$ cat src/rtl/mem_arbiter_if.sv
// mem_arbiter_if: I/D requester handshakes and the shared memory port.
// slave = arbiter side, master = requesters plus memory side.
interface mem_arbiter_if;
  logic        i_req;
  logic [31:0] i_addr;
  logic        i_ready;
  logic        i_rvalid;
  logic [31:0] i_rdata;

  logic        d_req;
  logic        d_cmd;
  logic [31:0] d_addr;
  logic [3:0]  d_mask;
  logic [31:0] d_wdata;
  logic        d_ready;
  logic        d_rvalid;
  logic [31:0] d_rdata;

  logic [31:0] mem_addr;
  logic [3:0]  mem_mask;
  logic        mem_enable;
  logic        mem_cmd;
  logic [31:0] mem_wdata;
  logic [31:0] mem_load_data;
  logic        mem_valid;

  logic        busy;

  modport slave (
    input  i_req, i_addr,
    output i_ready, i_rvalid, i_rdata,
    input  d_req, d_cmd, d_addr, d_mask, d_wdata,
    output d_ready, d_rvalid, d_rdata,
    output mem_addr, mem_mask, mem_enable,
    output mem_cmd, mem_wdata,
    input  mem_load_data, mem_valid,
    output busy
  );

  modport master (
    output i_req, i_addr,
    input  i_ready, i_rvalid, i_rdata,
    output d_req, d_cmd, d_addr, d_mask, d_wdata,
    input  d_ready, d_rvalid, d_rdata,
    input  mem_addr, mem_mask, mem_enable,
    input  mem_cmd, mem_wdata,
    output mem_load_data, mem_valid,
    input  busy
  );
endinterface

$ cat src/rtl/mem_arbiter.sv
// mem_arbiter: shares one memory port between fetch (I) and load/store (D).
// Ports: clk, reset (async, active-low), bus (mem_arbiter_if.slave).
module mem_arbiter #(
  parameter int MAX_D_STREAK = 4
) (
  input  logic         clk,
  input  logic         reset,
  mem_arbiter_if.slave bus
);
  localparam int SW = $clog2(MAX_D_STREAK + 1);
  localparam logic [SW-1:0] STREAK_MAX = SW'(MAX_D_STREAK);
  localparam logic CMD_READ = 1'b0;

  typedef enum logic {
    IDLE,
    ACCESS
  } state_t;

  state_t        state_q;
  state_t        state_d;
  logic [SW-1:0] streak_q;
  logic [SW-1:0] streak_d;

  logic          grant_i;
  logic          grant_d;
  logic          pick_d;

  logic          win_d_q;
  logic          cmd_q;
  logic [31:0]   addr_q;
  logic [3:0]    mask_q;
  logic [31:0]   wdata_q;

  logic          i_rvalid_q;
  logic          d_rvalid_q;
  logic [31:0]   i_rdata_q;
  logic [31:0]   d_rdata_q;
  logic [31:0]   rsp_data;

  logic          acc;
  logic [31:0]   m_addr;
  logic [3:0]    m_mask;
  logic          m_cmd;
  logic [31:0]   m_wdata;

  // D wins unless I is waiting and D has used up its streak.
  assign pick_d = bus.d_req &&
                  (!bus.i_req || streak_q != STREAK_MAX);

  always_ff @(posedge clk or negedge reset) begin
    if (!reset) begin
      state_q  <= IDLE;
      streak_q <= '0;
    end else begin
      state_q  <= state_d;
      streak_q <= streak_d;
    end
  end

  always_comb begin
    state_d  = state_q;
    streak_d = streak_q;
    grant_i  = 1'b0;
    grant_d  = 1'b0;
    acc      = 1'b0;
    m_addr   = '0;
    m_mask   = '0;
    m_cmd    = 1'b0;
    m_wdata  = '0;
    unique case (state_q)
      IDLE: begin
        // readys stay low while reset is held
        unique case (1'b1)
          reset && pick_d:
            grant_d = 1'b1;
          reset && !pick_d && bus.i_req:
            grant_i = 1'b1;
          default: ;
        endcase
        if (grant_d) begin
          state_d = ACCESS;
          if (!bus.i_req)
            streak_d = '0;
          else if (streak_q != STREAK_MAX)
            streak_d = streak_q + SW'(1);
        end else if (grant_i) begin
          state_d  = ACCESS;
          streak_d = '0;
        end
      end
      ACCESS: begin
        acc     = 1'b1;
        m_addr  = addr_q;
        m_mask  = mask_q;
        m_cmd   = cmd_q;
        m_wdata = wdata_q;
        state_d = IDLE;
      end
      default: state_d = IDLE;
    endcase
  end

  // Request fields are captured only on the acceptance edge.
  always_ff @(posedge clk or negedge reset) begin
    if (!reset) begin
      win_d_q <= 1'b0;
      cmd_q   <= CMD_READ;
      addr_q  <= '0;
      mask_q  <= '0;
      wdata_q <= '0;
    end else if (grant_d) begin
      win_d_q <= 1'b1;
      cmd_q   <= bus.d_cmd;
      addr_q  <= bus.d_addr;
      mask_q  <= bus.d_mask;
      wdata_q <= bus.d_wdata;
    end else if (grant_i) begin
      win_d_q <= 1'b0;
      cmd_q   <= CMD_READ;
      addr_q  <= bus.i_addr;
      mask_q  <= 4'b1111;
      wdata_q <= '0;
    end
  end

  assign rsp_data = (cmd_q == CMD_READ && bus.mem_valid) ?
                    bus.mem_load_data : 32'h0;

  // rdata of a port holds until that port's next response.
  always_ff @(posedge clk or negedge reset) begin
    if (!reset) begin
      i_rvalid_q <= 1'b0;
      d_rvalid_q <= 1'b0;
      i_rdata_q  <= '0;
      d_rdata_q  <= '0;
    end else begin
      i_rvalid_q <= 1'b0;
      d_rvalid_q <= 1'b0;
      if (state_q == ACCESS) begin
        if (win_d_q) begin
          d_rvalid_q <= 1'b1;
          d_rdata_q  <= rsp_data;
        end else begin
          i_rvalid_q <= 1'b1;
          i_rdata_q  <= rsp_data;
        end
      end
    end
  end

  assign bus.i_ready    = grant_i;
  assign bus.d_ready    = grant_d;
  assign bus.i_rvalid   = i_rvalid_q;
  assign bus.d_rvalid   = d_rvalid_q;
  assign bus.i_rdata    = i_rdata_q;
  assign bus.d_rdata    = d_rdata_q;
  assign bus.mem_enable = acc;
  assign bus.mem_addr   = m_addr;
  assign bus.mem_mask   = m_mask;
  assign bus.mem_cmd    = m_cmd;
  assign bus.mem_wdata  = m_wdata;
  assign bus.busy       = acc;
endmodule

$ cat src/flat_wrapper.sv
// flat-port wrapper written by rule: the top's interface ports become plain ports
module mem_arbiter_flat 
#(
  parameter int MAX_D_STREAK = 4
)
  (clk, reset, bus_i_req, bus_i_addr, bus_i_ready, bus_i_rvalid, bus_i_rdata, bus_d_req, bus_d_cmd, bus_d_addr, bus_d_mask, bus_d_wdata, bus_d_ready, bus_d_rvalid, bus_d_rdata, bus_mem_addr, bus_mem_mask, bus_mem_enable, bus_mem_cmd, bus_mem_wdata, bus_mem_load_data, bus_mem_valid, bus_busy);
  mem_arbiter_if bus_i ();
  input  logic clk;
  input  logic reset;
  input wire logic [$bits(bus_i.i_req)-1:0] bus_i_req;
  input wire logic [$bits(bus_i.i_addr)-1:0] bus_i_addr;
  output wire logic [$bits(bus_i.i_ready)-1:0] bus_i_ready;
  output wire logic [$bits(bus_i.i_rvalid)-1:0] bus_i_rvalid;
  output wire logic [$bits(bus_i.i_rdata)-1:0] bus_i_rdata;
  input wire logic [$bits(bus_i.d_req)-1:0] bus_d_req;
  input wire logic [$bits(bus_i.d_cmd)-1:0] bus_d_cmd;
  input wire logic [$bits(bus_i.d_addr)-1:0] bus_d_addr;
  input wire logic [$bits(bus_i.d_mask)-1:0] bus_d_mask;
  input wire logic [$bits(bus_i.d_wdata)-1:0] bus_d_wdata;
  output wire logic [$bits(bus_i.d_ready)-1:0] bus_d_ready;
  output wire logic [$bits(bus_i.d_rvalid)-1:0] bus_d_rvalid;
  output wire logic [$bits(bus_i.d_rdata)-1:0] bus_d_rdata;
  output wire logic [$bits(bus_i.mem_addr)-1:0] bus_mem_addr;
  output wire logic [$bits(bus_i.mem_mask)-1:0] bus_mem_mask;
  output wire logic [$bits(bus_i.mem_enable)-1:0] bus_mem_enable;
  output wire logic [$bits(bus_i.mem_cmd)-1:0] bus_mem_cmd;
  output wire logic [$bits(bus_i.mem_wdata)-1:0] bus_mem_wdata;
  input wire logic [$bits(bus_i.mem_load_data)-1:0] bus_mem_load_data;
  input wire logic [$bits(bus_i.mem_valid)-1:0] bus_mem_valid;
  output wire logic [$bits(bus_i.busy)-1:0] bus_busy;
  assign bus_i.i_req = bus_i_req;
  assign bus_i.i_addr = bus_i_addr;
  assign bus_i_ready = bus_i.i_ready;
  assign bus_i_rvalid = bus_i.i_rvalid;
  assign bus_i_rdata = bus_i.i_rdata;
  assign bus_i.d_req = bus_d_req;
  assign bus_i.d_cmd = bus_d_cmd;
  assign bus_i.d_addr = bus_d_addr;
  assign bus_i.d_mask = bus_d_mask;
  assign bus_i.d_wdata = bus_d_wdata;
  assign bus_d_ready = bus_i.d_ready;
  assign bus_d_rvalid = bus_i.d_rvalid;
  assign bus_d_rdata = bus_i.d_rdata;
  assign bus_mem_addr = bus_i.mem_addr;
  assign bus_mem_mask = bus_i.mem_mask;
  assign bus_mem_enable = bus_i.mem_enable;
  assign bus_mem_cmd = bus_i.mem_cmd;
  assign bus_mem_wdata = bus_i.mem_wdata;
  assign bus_i.mem_load_data = bus_mem_load_data;
  assign bus_i.mem_valid = bus_mem_valid;
  assign bus_busy = bus_i.busy;
  mem_arbiter #(.MAX_D_STREAK(MAX_D_STREAK)) u_core (.clk(clk), .reset(reset), .bus(bus_i));
endmodule
$ cat config.mk
export PLATFORM = sky130hd
export DESIGN_NAME = mem_arbiter_flat
export DESIGN_NICKNAME = d
export VERILOG_FILES = /design/src/rtl/mem_arbiter_if.sv /design/src/rtl/mem_arbiter.sv /design/src/flat_wrapper.sv
export SDC_FILE = /design/constraint.sdc
export NUM_CORES = 1
export LEC_CHECK = 0
export CORE_ASPECT_RATIO = 1.75
export CORE_MARGIN = 2
export CORE_UTILIZATION = 41
export DETAILED_ROUTE_END_ITERATION = 10
export HOLD_SLACK_MARGIN = 0.08
export PLACE_DENSITY = 0.83
export SLEW_MARGIN = 20
export SYNTH_ARGS = -nofsm -noshare
export SYNTH_HDL_FRONTEND = slang
export SYNTH_SLANG_ARGS = --single-unit
$ cat constraint.sdc
create_clock -name clk -period 1.9 [get_ports clk]
set_input_delay 0.285 -clock clk [delete_from_list [all_inputs] [get_ports clk]]
set_output_delay 0.285 -clock clk [all_outputs]
set_load 0.02 [all_outputs]
==> out/qor.txt <==
largest net degree at the start of global routing = 122
# DRC = 0
Worst R2R Start = u_core.streak_q[0]
internal power of the cells = 6.83 mW
Final TNS setup = 0 ps
EDFF count, synth = 0
detailed-routing iteration count for the pre-antenna-repair pass = 4
reg-to-reg slack, setup = 130 ps
post-route antenna net violation count = 0
number of antenna diodes = 0
Primary FF master, synth = sky130_fd_sc_hd__dfrtp_1
distinct cell type count of the synthesized netlist = 30
maximum net fanout on the critical path = 42
portion of the post-synthesis area used by sequential elements = 0.591
floorplan die width = 94.9 µm
Port-buffer cells = 276
wire length of the first global-routing pass = 28800 µm
Placed Cells = 975
critical path data required time = 1620 ps
standard-cell row count = 58
number of hold violations in the final report = 0
number of standard cells in the final layout excluding fillers = 1013
GRT Total Usage = 0.241
xor/xnor share of the synthesized area = 0
fill cell total of the finished layout = 1079
leakage component of the power = 4.35 nW
count of boundary I/O pins = 277
total area of sequential cells = 3500 µm²
combinational family with the most area after synthesis = simple AND/OR/NAND/NOR gates
Hold WC Path Type = input port to asynchronous set/reset pin
Seq pwr share = 0.394
number of violations of the max-capacitance limit = 0
Fmax achieved = 0.545 GHz
portion of total power attributed to the clock network = 0.323
Multi-input gate area = 2190 µm²
Sw Pwr = 3.14 mW
Wirelength per Cell = 18.4 µm
simple-gate area share of the yosys netlist = 0.186
shortest period the worst path allows = 1830 ps
net switching share of the total power = 0.315
antenna violations before repair = 0
average via count per standard cell = 5.23
Post-Synth Adder-Cell Area = 0.00422
Layout area overhead = 61.1%
Placement Setup Slack = -102 ps
highest-count cells in the layout ignoring fill and taps = 202 x sky130_fd_sc_hd__clkdlybuf4s50_1, 139 x sky130_fd_sc_hd__dfrtp_1, 96 x sky130_fd_sc_hd__nand2_1, 69 x sky130_fd_sc_hd__and2_1, 64 x sky130_fd_sc_hd__o21ai_0
RSZ-0062 raised after global routing = false
HPWL Detailed = 13600 µm
Async SR Flop Fraction = 1.00
vias in the first global route = 5563
warning count from the yosys run = 0
post-synthesis register bit count = 140
post-synthesis instance area = 5930 µm²
leftover overflow at the end of global routing = 0
TritonCTS clock tree = yes
relative max-transition margin = 0.563
clock latency on the worst-skew pair = 400 ps
NumNets Final = 960
Gate power share = 0.283
commonest non-fill, non-tap cell in the layout = sky130_fd_sc_hd__clkdlybuf4s50_1
path type of the worst setup path = flip-flop to output port
worst setup path endpoint = bus_mem_wdata[4]
final setup margin = 66.0 ps
CTS max path bufs = 2
nets in the synthesized netlist = 682
length in cells of the worst reg-to-reg path = 8
height of the chip = 163 µm
max-slew violation total from the final report = 0
Power per Cell Area = 1040 nW/µm²
slew of the pin with the lowest slew margin = 656 ps
total of endpoints with negative setup slack in the final report = 0
Root Buffer = sky130_fd_sc_hd__clkbuf_16
post-route clock period utilization = 0.965
H-tree depth = 4
crit path from = u_core.state_q
detailed-route via count = 5301
fraction of the mapped netlist area in compound gates = 0.167
arrival time at the worst endpoint = 1550 ps
routability congestion estimate = 0.768
Initial Util = 0.415
Critical R2R Capture = u_core.addr_q[20]
Post-Syn Area per Cell = 10.9 µm²
clock-pin slew of the registers on the worst-case setup and hold paths = 60 ps
run status = finished, final reports clean
nature of the critical path startpoint = flip-flop
maximum clock skew at final layout = 7.31 ps
Mapped Cells = 542
share of cell area taken by muxes after synthesis = 0.00949
worst ir drop on vdd = 0.651 mV
number of violations reported at the end of detailed-routing iteration 0 = 225
share of cells above drive strength 1 = 0.0984
Total Wirelength = 18600 µm
sort of element at the end of the critical path = output port
clock tree sinks = 140
core region area = 14300 µm²
Total Die Area = 15500 µm²
TritonCTS buffer count = 17
worst max-delay path: stages (launching register included):
cell and delay (ps):
sky130_fd_sc_hd__dfrtp_2 440, sky130_fd_sc_hd__buf_12 190, sky130_fd_sc_hd__and2_1 140, sky130_fd_sc_hd__dlygate4sd2_1 340
synthesized netlist by cell type (all sizes together), types with 2 or more instances:
cell / number / area (µm²)
dfrtp: 140 / 3500
o21ai: 65 / 325
mux2: 5 / 56.3
nor3b: 30 / 225
o22a: 4 / 35.0
nor2b: 3 / 26.3
inv: 7 / 28.8
nand3: 2 / 15.0
ha: 2 / 25.0
clkbuf: 28 / 105
buf: 18 / 121
a22o: 34 / 298
a221o: 30 / 300
nand2: 97 / 364
and2: 69 / 432
stage by stage:
stage                     instance area (µm²)  hold slack [ps]   util  power [mW]
after global routing                     9560              407  0.669        10.4
after CTS                                9490              296  0.664        10.0
final                                    9560              411  0.669        9.97
after detailed placement                 8990              100  0.629        6.86
after global placement                   8990              100  0.629        6.73
after floorplan                          5930            -10.6      -        5.23
cell type report:
type	count	area share
clock inverter	15	0.0164
timing repair buffer	305	0.316
multi-input combinational	349	0.230
clock buffer	17	0.0445
inverter	7	0.00301
tap	180	0.0236
sequential	140	0.367
layer usage:
layer	vias up	part of all wire	GRT usage
met5	-	0	0
met4	0	0.023	0.0863
met3	32	0.084	0.0729
met2	273	0.53	0.438
met1	2559	0.36	0.259
li1	2437	-	-
worst min path at each step:
stage          startpoint                  to  slack, ps
2_1_floorplan       reset    u_core.addr_q[0]        -10
3_3_place_gp        reset      u_core.win_d_q        100
3_5_place_dp        reset      u_core.win_d_q        100
4_1_cts             reset  u_core.streak_q[1]        300
5_1_grt             reset  u_core.streak_q[0]        410
6_report            reset  u_core.streak_q[0]        410
sequential cells by signal, indices dropped and copies added (netlist names), 3 cells and up:
name	flops
u_core.addr_q	32
u_core.bus.d_rdata	32
u_core.bus.i_rdata	32
u_core.mask_q	4
u_core.streak_q	3
u_core.wdata_q	32
cells by family (layout without fill, tap and decap cells):
group                    Yosys count  after routing
multiplexers                       5              5
adder cells (fa/ha/maj)            2              2
buffers and inverters             53            344
flip-flops                       140            140
AO/OA/AOI/OAI                    137            137
AND/OR/NAND/NOR                  205            205
power groups by stage:
stage          Combinational (mW)  Sequential [mW]  Clock (mW)
6_report                     2.82             3.93        3.22
5_1_grt                      3.04             3.98        3.42
4_1_cts                      2.83             3.92        3.28
3_5_place_dp                 2.90             3.96           0
3_3_place_gp                 2.80             3.94           0
2_1_floorplan               0.913             4.32           0
timing repair:
item	CTS	global route
gates resized for setup	80	32
setup endpoints to repair	73	29
setup buffers	1	4
endpoints found under the hold margin	40	0
hold buffers	1	0
Power figures use the tool's default switching activity.
==> variant: new RTL, config.mk and constraints unchanged <==
`MAX_D_STREAK` is set to 4 in 2 places; all go to 8.
--- a/src/rtl/mem_arbiter.sv
+++ b/src/rtl/mem_arbiter.sv
@@ -1,7 +1,7 @@
 // mem_arbiter: shares one memory port between fetch (I) and load/store (D).
 // Ports: clk, reset (async, active-low), bus (mem_arbiter_if.slave).
 module mem_arbiter #(
-  parameter int MAX_D_STREAK = 4
+  parameter int MAX_D_STREAK = 8
 ) (
   input  logic         clk,
   input  logic         reset,
--- a/src/flat_wrapper.sv
+++ b/src/flat_wrapper.sv
@@ -1,7 +1,7 @@
 // flat-port wrapper written by rule: the top's interface ports become plain ports
 module mem_arbiter_flat 
 #(
-  parameter int MAX_D_STREAK = 4
+  parameter int MAX_D_STREAK = 8
 )
   (clk, reset, bus_i_req, bus_i_addr, bus_i_ready, bus_i_rvalid, bus_i_rdata, bus_d_req, bus_d_cmd, bus_d_addr, bus_d_mask, bus_d_wdata, bus_d_ready, bus_d_rvalid, bus_d_rdata, bus_mem_addr, bus_mem_mask, bus_mem_enable, bus_mem_cmd, bus_mem_wdata, bus_mem_load_data, bus_mem_valid, bus_busy);
   mem_arbiter_if bus_i ();
Check against the original RTL: not equivalent (Yosys sat finds a counterexample within 10 cycles, from zero or initial values and one cycle with reset low).
==> variant against the unedited design <==
The run now ends with setup timing left; wire length is 4.1% higher; non-clock buffer count is 3 higher; synthesized area is 3.5% higher; core utilization is 1.2 points lower; setup slack worse by 0.21 ns; critical path depth is 3 higher; power is 0.79% higher; via count is 8.1% higher; sequential cell count is 1 higher; design area is 1.5% higher; highest routed layer unchanged.
==> variant: results <==
group,metric,value,unit
detailed_routing,dr.pass1.iters,4,
placed_design,io_buffers,276,
global_routing,track_usage,24.50,%
layout,layout.cells.non_filler,1093,
pwr,p_leak,0.004363,uW
outcome,status,"finished with violations",
outcome,violations,"setup timing",
sta,fin_skew,0.01214,ns
detailed_routing,drt_iter0_markers,195,
yosys,synth-seq-area-share,57.47,%
clock_tree,cts_root_buffer,"clkbuf_16",
sta,final_max_slew_viol_count,0,
global_routing,grt_pass1_vias,5888,
setup_path,rr_worst_depth,8,
placed_design,dp_hpwl,13530,um
detailed_routing,wirelength,19380,um
layout,drive_above_1_share,13.53,%
yosys,ys_top_cells_by_area,"dfrtp_1, and2_1, nand2_1",
yosys,async_flop_share,100.0,%
detailed_routing,viasPerCell,5.242,
placed_design,placed_cell_area,9171,sq um
setup_path,r2r-end,"u_core.wdata_q[21]",
global_routing,grt_pass1_wl,30170,um
setup_path,cp-startpoint,"u_core.streak_q[1]",
sta,slew_headroom,47.55,%
layout,fin_nets,1036,
yosys,synth_nets,764,
yosys,synth.distinct_cells,33,
sta,fin_ws,-0.1449,ns
yosys,synth_edf_count,0,
sta,final-setup-viol-count,2,
clock_tree,path_clk_slew,0.06,ns
placed_design,gp_congestion,0.8648,
pwr,vdd_ir_drop_max,0.5297,mV
global_routing,grt_overflow,0,
yosys,synth_cells,624,
global_routing,antenna_found_initial,1,
setup_path,cp.arrival,1.76,ns
pwr,intPower,6765,uW
global_routing,grt_max_degree,66,
yosys,synthTopCellsByCount,"dfrtp_1, nand2_1, and2_1",
setup_path,path_max_fanout,3,
setup_path,crit_end,"bus_d_ready",
[variant: cell count changes in the layout (fill, tap and decap cells not counted), sizes merged, moves of 4 or more]
cell and change:
a21oi +31, a221o -30, a221oi +32, clkbuf +23
clkdlybuf4s15 -9, clkinv -5, clkinvlp +4, dlygate4sd2 -14
mux2 -4, nor2 +65, nor3b -29
[variant: what timing repair did]
item | CTS | global route
cloned | 1 | 0
endpoints found under the hold margin | 51 | 0
buffers inserted | 3 | 2
endpoints found under the setup margin | 73 | 26
pin swaps | 2 | 4
hold buffers | 1 | 0
resized for setup | 126 | 45
[variant: power by group through the flow]
stage               registers (uW)  logic [uW]  clock network (uW)
floorplan                     4340        1010                   0
global placement              3950        2970                   0
detailed placement            3980        3030                   0
CTS                           3930        3010                3200
global route                  4010        3220                3310
finish                        3940        2970                3130
[variant: how the worst min path moves through the flow]
stage	startpoint	slack (ns)	endpoint
floorplan	reset	-0.01	u_core.addr_q[0]
global placement	reset	0.07	u_core.bus.i_rvalid
detailed placement	reset	0.08	u_core.bus.i_rvalid
CTS	reset	0.27	u_core.bus.i_rvalid
global route	reset	0.28	u_core.bus.i_rvalid
finish	reset	0.28	u_core.bus.i_rvalid
[variant: logic make-up (layout without fill, tap and decap cells)]
group | Yosys count | in the layout | synth area share, %
other | 0 | 1 | 0
buffers and inverters | 62 | 347 | 4.830
adders and majority gates | 2 | 2 | 0.4075
AOI/OAI and AO/OA | 171 | 171 | 18.48
muxes | 2 | 2 | 0.3464
and+or+nand+nor | 246 | 246 | 18.46
DFF | 141 | 141 | 57.47
[variant: metal layers]
layer,wire [um],up-vias,track usage (%)
li1,-,2672,-
met1,7042,2780,27.13
met2,10600,226,43.81
met3,961,52,4.492
met4,776,0,11.45
met5,0,-,0
[variant: area by class of cell]
type,instances,area [sq um]
clock inverters,14,127.6
well taps,183,229.0
multi-input cells,421,2360
repair buffers,308,2989
diodes,1,2.502
inverters,7,33.78
clock buffers,18,429.2
fillers,1206,5064
flip-flops and latches,141,3530
[variant: worst max-delay path, cell delays in order, from the launching register on]
cell and delay, ns:
dfrtp_1 0.36, inv_2 0.06, ha_4 0.15, and4b_4 0.21, or3_4 0.37, inv_8 0.07
buf_6 0.12
[variant: stage by stage]
stage / setup slack, ns / setup TNS (ns)
final: -0.1449 / -0.1607
after global routing: -0.2025 / -0.3534
after CTS: -0.1836 / -0.1886
after detailed placement: -0.1525 / -0.1837
after global placement: -0.1842 / -0.2108
after floorplan: 0.1538 / 0
